**config.mk**
```make
export PLATFORM = sky130hd
export DESIGN_NAME = hazard_scoreboard
export DESIGN_NICKNAME = d
export VERILOG_FILES = /design/src/rtl/proc_pkg.sv /design/src/rtl/sb_match.sv /design/src/rtl/hazard_scoreboard.sv
export SDC_FILE = /design/constraint.sdc
export NUM_CORES = 1
export LEC_CHECK = 0
export BUFFER_PORTS_ARGS = -buffer_cell sky130_fd_sc_hd__buf_4
export CAP_MARGIN = 0
export CORE_MARGIN = 2
export CORE_UTILIZATION = 46
export CTS_CLUSTER_DIAMETER = 30
export CTS_CLUSTER_SIZE = 25
export DETAILED_ROUTE_END_ITERATION = 6
export GPL_ROUTABILITY_DRIVEN = 0
export PLACE_DENSITY = 0.78
export SLEW_MARGIN = 30
export SYNTH_ARGS = -nofsm -noshare
export SYNTH_HDL_FRONTEND = slang
export SYNTH_SLANG_ARGS = --single-unit
export TNS_END_PERCENT = 20
```
**constraint.sdc**
```tcl
create_clock -name clk_i -period 1.9 [get_ports clk_i]
set_input_delay 0.285 -clock clk_i [delete_from_list [all_inputs] [get_ports clk_i]]
set_output_delay 0.285 -clock clk_i [all_outputs]
set_load 0.01 [all_outputs]
```
**src/rtl/proc_pkg.sv**
```systemverilog
// Shared types for the hazard scoreboard: one tracking entry per post-decode stage.
// Used by hazard_scoreboard and sb_match (FORWARDING_EN is consumed in sb_match).
package proc_pkg;

  localparam int SB_MAX_STAGES = 8;
  localparam int SB_MAX_REG_W  = 8;

  typedef struct packed {
    logic                    valid;
    logic [SB_MAX_REG_W-1:0] rd;
    logic                    wr;
    logic                    is_load;
  } sb_entry_t;

endpackage

```
**src/rtl/sb_match.sv**
```systemverilog
// Per-source RAW check: youngest matching stage wins; flags a hazard when the value cannot be bypassed.
// FORWARDING_EN enables bypassing; without it every match is a hazard and sel stays 0.
module sb_match
  import proc_pkg::*;
#(
  parameter int DEPTH           = 3,
  parameter int REG_ADDR_W      = 5,
  parameter int LOAD_DATA_STAGE = 1,
  parameter int SEL_W           = 2
) (
  input  logic [DEPTH*$bits(sb_entry_t)-1:0] entries,
  input  logic [REG_ADDR_W-1:0]              rs,
  input  logic                               used,
  output logic [SEL_W-1:0]                   sel,
  output logic                               hazard
);

`ifdef FORWARDING_EN
  localparam logic BYPASS = 1'b1;
`else
  localparam logic BYPASS = 1'b0;
`endif

  sb_entry_t [DEPTH-1:0] ent;
  logic      [DEPTH-1:0] match;

  assign ent = entries;

  always_comb begin
    match = '0;
    for (int k = 0; k < DEPTH; k++) begin
      match[k] = used && ent[k].valid && ent[k].wr && (ent[k].rd == SB_MAX_REG_W'(rs));
    end
  end

  // Scan oldest to youngest so the lowest matching stage overrides.
  always_comb begin
    sel    = '0;
    hazard = 1'b0;
    for (int k = DEPTH - 1; k >= 0; k--) begin
      if (match[k]) begin
        sel    = BYPASS ? SEL_W'(k + 1) : '0;
        hazard = !BYPASS || (ent[k].is_load && (k < LOAD_DATA_STAGE));
      end
    end
  end

endmodule

```
**src/rtl/hazard_scoreboard.sv**
```systemverilog
// RAW-hazard scoreboard beside decode: tracks in-flight destinations, selects X-stage bypass sources
// and stalls decode on unbypassable hazards. Define FORWARDING_EN to enable bypassing.
module hazard_scoreboard
  import proc_pkg::*;
#(
  parameter int NUM_STAGES      = 3,
  parameter int REG_ADDR_W      = 5,
  parameter int LOAD_DATA_STAGE = 1,
  parameter int CNT_W           = 16,
  parameter int SEL_W           = $clog2(NUM_STAGES + 1)
) (
  input  logic                  clk_i,
  input  logic                  rst_n_i,
  input  logic                  d_valid_i,
  input  logic [REG_ADDR_W-1:0] d_rs1_addr_i,
  input  logic                  d_rs1_used_i,
  input  logic [REG_ADDR_W-1:0] d_rs2_addr_i,
  input  logic                  d_rs2_used_i,
  input  logic [REG_ADDR_W-1:0] d_rd_addr_i,
  input  logic                  d_rd_wr_i,
  input  logic                  d_is_load_i,
  input  logic                  branch_taken_i,
  output logic                  stall_o,
  output logic                  incr_pc_o,
  output logic                  x_valid_o,
  output logic [SEL_W-1:0]      x_fwd1_sel_o,
  output logic [SEL_W-1:0]      x_fwd2_sel_o,
  output logic                  w_wr_en_o,
  output logic [REG_ADDR_W-1:0] w_rd_addr_o,
  output logic [CNT_W-1:0]      stall_cnt_o
);

  localparam int DEPTH = (NUM_STAGES > SB_MAX_STAGES) ? SB_MAX_STAGES : NUM_STAGES;

  sb_entry_t [DEPTH-1:0] stage_q;
  sb_entry_t             d_entry;
  logic [SEL_W-1:0]      sel1, sel2, fwd1_q, fwd2_q;
  logic                  haz1, haz2, advance;
  logic [CNT_W-1:0]      cnt_q;

  // x0 is never tracked as a destination, so it can never raise a match.
  always_comb begin
    d_entry         = '0;
    d_entry.valid   = 1'b1;
    d_entry.rd      = SB_MAX_REG_W'(d_rd_addr_i);
    d_entry.wr      = d_rd_wr_i && (d_rd_addr_i != '0);
    d_entry.is_load = d_is_load_i;
  end

  sb_match #(
    .DEPTH(DEPTH), .REG_ADDR_W(REG_ADDR_W), .LOAD_DATA_STAGE(LOAD_DATA_STAGE), .SEL_W(SEL_W)
  ) u_match1 (
    .entries(stage_q), .rs(d_rs1_addr_i), .used(d_rs1_used_i), .sel(sel1), .hazard(haz1)
  );

  sb_match #(
    .DEPTH(DEPTH), .REG_ADDR_W(REG_ADDR_W), .LOAD_DATA_STAGE(LOAD_DATA_STAGE), .SEL_W(SEL_W)
  ) u_match2 (
    .entries(stage_q), .rs(d_rs2_addr_i), .used(d_rs2_used_i), .sel(sel2), .hazard(haz2)
  );

  assign stall_o   = d_valid_i && !branch_taken_i && (haz1 || haz2);
  assign incr_pc_o = !stall_o;
  assign advance   = d_valid_i && !stall_o && !branch_taken_i;

  // The pipe always shifts; a stalled or killed decode slot becomes a bubble.
  always_ff @(posedge clk_i or negedge rst_n_i) begin
    if (!rst_n_i) begin
      stage_q <= '0;
      fwd1_q  <= '0;
      fwd2_q  <= '0;
      cnt_q   <= '0;
    end else begin
      stage_q[0] <= advance ? d_entry : '0;
      for (int k = 1; k < DEPTH; k++) begin
        stage_q[k] <= stage_q[k-1];
      end
      fwd1_q <= advance ? sel1 : '0;
      fwd2_q <= advance ? sel2 : '0;
      if (stall_o && (cnt_q != '1)) begin
        cnt_q <= cnt_q + CNT_W'(1);
      end
    end
  end

  assign x_valid_o    = stage_q[0].valid;
  assign x_fwd1_sel_o = fwd1_q;
  assign x_fwd2_sel_o = fwd2_q;
  assign w_wr_en_o    = stage_q[DEPTH-1].valid && stage_q[DEPTH-1].wr;
  assign w_rd_addr_o  = w_wr_en_o ? REG_ADDR_W'(stage_q[DEPTH-1].rd) : '0;
  assign stall_cnt_o  = cnt_q;

endmodule

```
# ---- After elaboration in Yosys (flattened, before gate mapping)
# Index checks and enable logic that the tools add are counted.
dict set report word_totals {
  output_inout_bits 29
  word_cells 55
  register_bits 46
  in_bits 23
}
dict set report classes {
  n_mux 8
  reduce_logical 29
  n_eq_ne 7
  n_addsub 1
}
# cell n
set ops {}
lappend ops {{== test 8 x 5 -> 1 bit} 6}
lappend ops {{logical AND 1 bit} 25}
lappend ops {{adder 16 x 1 -> 16 bit, second input constant} 1}
lappend ops {{inequality test 16 bit, second input constant} 1}
lappend ops {{two-way mux 11 bit} 1}
lappend ops {{two-way mux 1 bit} 6}
lappend ops {{two-way mux 5 bit} 1}
lappend ops {{nonzero test 5 bit} 1}
lappend ops {{zero test 1 bit} 2}
lappend ops {{logical OR 1 bit} 1}

# ---- Logic depth before layout (Yosys ltp)
dict set report logic_depth {
  depth_word 12
  ltp_mapped 10
  depth_no_buf 9
}

# ---- Cells and area by module
# A second synthesis with hierarchy kept.
dict set report unflattened {
  cells_unflattened 185
  area_unflattened_um2 2158.3
}
# mod cells_per_inst instances area_per_inst_um2 seq_area_each_um2
set by_module_without_submodules {}
lappend by_module_without_submodules {hazard_scoreboard 123 1 1682.9 1101.1}
lappend by_module_without_submodules {sb_match 31 2 237.7 0.0}

# ---- Worst setup path before layout
# No wires, ideal clock.
dict set report synth_timing {
  kind {reg2reg}
  start {register stage_q[16] in the netlist's numbering}
  end {register cnt_q[12], in the netlist stall_cnt_o[12]}
  synth_period_minus_slack_ns 2.022
  n_path_buf 1
  setup_slack_ns -0.122
  path_stages_with_launch 11
  arrival_time_ns 1.897
  setup_ns 0.125
  t_required_ns 1.775
  cell_sequence {dfrtp_1 xor2_1 nor4_1 nand4_1 a21boi_2 nor2_2 nor2_4 inv_2 buf_6 nor2_1 mux2_2}
}
dict set report synth_via {
  elab_chain_cells 7
  word_cells_on_any_way 11
  classes_between {2 x eq/ne; 4 x mux; 5 x reduce/logical}
}
# element line_no
set synth_lines {}
lappend synth_lines {{start, declared} hazard_scoreboard.sv:35} ;# sb_entry_t [DEPTH-1:0] stage_q;
lappend synth_lines {{start signal, assigned by index} hazard_scoreboard.sv:76} ;# stage_q[k] <= stage_q[k-1];
lappend synth_lines {{== test 8 x 5 -> 1 bit} sb_match.sv:32} ;# match[k] = used && ent[k].valid && ent[k].wr && (ent[k].rd == SB_MAX_REG_W'(rs));
lappend synth_lines {{logical AND 1 bit} sb_match.sv:32}
lappend synth_lines {{two-way mux 1 bit (2 in a row)} sb_match.sv:41} ;# if (match[k]) begin
lappend synth_lines {{logical OR 1 bit *} hazard_scoreboard.sv:62} ;# assign stall_o = d_valid_i && !branch_taken_i && (haz1 || haz2);
lappend synth_lines {{logical AND 1 bit *} hazard_scoreboard.sv:62}
lappend synth_lines {{named net stall_o} hazard_scoreboard.sv:23} ;# output logic stall_o,
lappend synth_lines {{logical AND 1 bit *} hazard_scoreboard.sv:80} ;# if (stall_o && (cnt_q != '1)) begin
lappend synth_lines {{end signal, assigned} hazard_scoreboard.sv:81} ;# cnt_q <= cnt_q + CNT_W'(1);
lappend synth_lines {{end, declared} hazard_scoreboard.sv:39} ;# logic [CNT_W-1:0] cnt_q;
# The timed path passes the listed nets; every way through them passes the cells marked *.
# A chain may end at the register's enable or synchronous reset.

# ---- Worst setup path after layout
dict set report layout_timing {
  start {register stage_q[13] in the netlist's numbering}
  end {register cnt_q[1], in the netlist stall_cnt_o[1]}
}
dict set report layout_via {
  elab_chain_cells 7
  word_cells_on_any_way 11
  classes_between {2 x eq/ne; 4 x mux; 5 x reduce/logical}
}
# element line_no
set layout_lines {}
lappend layout_lines {{== test 8 x 5 -> 1 bit} sb_match.sv:32}
lappend layout_lines {{logical AND 1 bit} sb_match.sv:32}
lappend layout_lines {{two-way mux 1 bit (2 in a row)} sb_match.sv:41}
lappend layout_lines {{logical OR 1 bit *} hazard_scoreboard.sv:62}
lappend layout_lines {{logical AND 1 bit *} hazard_scoreboard.sv:62}
lappend layout_lines {{logical AND 1 bit *} hazard_scoreboard.sv:80}
# Mark *: on every way between the ends. The rest lies on a longest branch, timed or not.

==> results.json <==
{
  "critPathArrivalTime_ns": 2.49,
  "period_needed_ns": 2.31,
  "grt_max_degree": 38,
  "ant_nets": 0,
  "hp-class": "input pin to flop",
  "synth_largest_area_cell": "dfrtp_1",
  "first_iter_violations": 68,
  "yosysSeqAreaShare_pct": 49.8,
  "cts_buffers": 5,
  "gr-total-overflow": 0,
  "r2r_slack_ns": -0.41,
  "die_h_um": 67.6,
  "status": "finished, violations left",
  "clk_pin_slew_worst_paths_ns": 0.07,
  "swShare_pct": 20.9,
  "num-fill-cells": 284,
  "ir_drop_v": 0.000577,
  "fin_skew_ns": 0.00848,
  "cts_buffer_depth": 2,
  "grt_pass1_vias": 1489,
  "grt_pass1_wl_um": 6860,
  "avgRoutedWirePerCell_um": 14.0,
  "instances_no_fill": 301,
  "syn_avg_cell_area_um2": 11.0,
  "worst_slack_ns": -0.411,
  "startpoint_type": "flop",
  "ios": 52,
  "ys.flop_type": "dfrtp_1",
  "synth_commonest_cells": "dfrtp_1 (37), xor2_1 (35), and3_1 (11)",
  "cp-startpoint": "stage_q[13]",
  "ys_ff_latch": 37,
  "endpoint": "stall_cnt_o[1]",
  "firstDrtPassIters": 4,
  "max-cap-violations": 0,
  "max-slew-margin-rel_pct": 59.9,
  "rows": 23,
  "synth_edf_count": 0,
  "dr_total_vias": 1489,
  "violations": "negative setup slack",
  "io_buffers": 46,
  "tns_ns": -5.65,
  "rsz0062_at_grt": "yes",
  "start_util_pct": 47.1,
  "synth_top_area_share_pct": 49.8,
  "cts_tree": "built",
  "fmax_ghz": 0.433,
  "place_ws_ns": -0.302,
  "clock_sinks": 37,
  "synth_cells": 169,
  "synthArstFlopShare_pct": 100,
  "die-area_um2": 4560,
  "diodes": 0,
  "yosysMostFrequentCell": "dfrtp_1",
  "rr_worst_depth": 10,
  "grt.total_usage_pct": 20.7,
  "min_from": "d_rd_addr_i[4]",
  "r2r_end": "stall_cnt_o[1]",
  "cp-end-kind": "flop",
  "r2r-start": "stage_q[13]",
  "cts_root_buf": "clkbuf_8",
  "worstMarginPinSlew_ns": 0.597,
  "die_w_um": 67.6,
  "antenna_found_initial": 0,
  "hold_slack_ns": 0.211,
  "cp_data_required_time_ns": 2.07,
  "netlist_top_cells_area": "dfrtp_1 (50%), xor2_1 (16%), xnor2_1 (3.8%)",
  "p_sw_uw": 375,
  "viasPerCell": 4.95,
  "area_growth_pct": 46.5,
  "fin_util_pct": 69.1,
  "seqPwrFrac_pct": 46.0,
  "ys_warn_count": 0,
  "whs_path_depth": 2,
  "wl_um": 4220,
  "core_um2": 3940,
  "synth_area_um2": 1860,
  "nets": 274,
  "ctsHtreeMaxLevel": 2,
  "crit_type": "flop to flop",
  "min_period_over_period_pct": 122,
  "numPlacedInstances": 286,
  "powerDensity_nw_per_um2": 658,
  "dpl.hpwl_um": 2960,
  "drive_above_1_share_pct": 41.8,
  "crit_fanout": 7,
  "pwr-share-comb_pct": 9.4,
  "power.static_leakage_uw": 0.00140,
  "drc": 0,
  "clockPowerShare_pct": 44.6,
  "finalSetupViolations": 25,
  "slew_violations": 0,
  "yosysUniqueCellTypes": 33,
  "internal-power_uw": 1420,
  "hold_violations": 0,
  "clk_latency_ns": 0.29
}
==> power groups by stage <==
stage	clock network [uW]	registers, uW	logic (uW)
6_report	799	824	169
5_1_grt	848	826	187
4_1_cts	815	823	164
2_1_floorplan	0	838	62.1
3_3_place_gp	0	837	157
3_5_place_dp	0	839	159
==> cells in the final DEF (no fill, tap or decap), types with 2 or more instances in the layout <==
| cell type | n |
|---|---|
| buf_6 | 5 |
| bufinv_16 | 2 |
| conb_1 | 4 |
| nor2b_1 | 2 |
| nor3b_2 | 2 |
| and2_1 | 7 |
| nor4_1 | 5 |
| nand3_1 | 7 |
| and3_1 | 11 |
| nor3_2 | 4 |
| nand2_1 | 10 |
| nor2_4 | 5 |
| nor4_2 | 4 |
| clkbuf_8 | 5 |
| dfrtp_1 | 37 |
| xnor2_1 | 8 |
| buf_4 | 70 |
| or3_1 | 2 |
| xor2_1 | 34 |
| nor2_1 | 3 |
| nand4_1 | 6 |
==> timing repair <==
action | CTS | global route
pin swaps | 16 | 5
hold buffers | 1 | 0
endpoints found under the hold margin | 37 | 0
resized for setup | 15 | 5
buffers inserted | 4 | 3
setup endpoints to repair | 18 | 24
==> worst min-delay path by stage <==
stage | end
floorplan | stage_q[12]
global placement | stall_cnt_o[13]
detailed placement | stall_cnt_o[12]
CTS | stage_q[6]
global route | stage_q[5]
finish | stage_q[6]
==> metal layers <==
metal  vias to the layer above  share of wire (%)  GRT usage (%)
li1                        731                  -              -
met3                         7                3.4           4.17
met4                         0                1.6           7.40
met2                        31                 50           33.5
met1                       720                 45           27.5
met5                         -                  0              0
==> through the flow <==
step | power [uW] | instance area (um^2)
after floorplan | 900 | 1890
after global placement | 994 | 2440
after detailed placement | 998 | 2440
after CTS | 1800 | 2670
after global routing | 1860 | 2720
final | 1790 | 2720
==> flip-flops by register name, summed over array words and instances, names as in the netlist <==
| register | count |
|---|---|
| x_valid_o | 1 |
| stage_q | 20 |
| stall_cnt_o | 16 |
==> cells by family after synthesis <==
logic type	Yosys count	share of synthesized area, %
AOI/OAI and AO/OA	3	1.41
xor gates and xnor gates	43	20.3
adders and majority gates	1	0.673
buffers and inverters	8	2.83
DFF	37	49.8
muxes	2	1.21
other	1	0.202
and+or+nand+nor	74	23.6
==> critical path: stages, from the launching register on <==
cell	delay, ns
dfrtp_1	0.42
xor2_2	0.17
nor4_2	0.28
nand4_1	0.16
a21boi_2	0.25
nor2_4	0.07
nor2_4	0.12
inv_4	0.05
buf_4	0.17
or2_1	0.24
mux2_2	0.27
==> area by class of cell <==
class / count / area, um^2 / area share (%)
tap: 50 / 62.6 / 2.30
multi-input combinational: 127 / 978 / 35.9
sequential: 37 / 926 / 34.0
clock inverter: 3 / 65.1 / 2.39
inverter: 2 / 10.0 / 0.368
clock buffer: 5 / 68.8 / 2.53
timing repair buffer: 77 / 612 / 22.5
No activity file was read; power rests on OpenSTA's default activity.
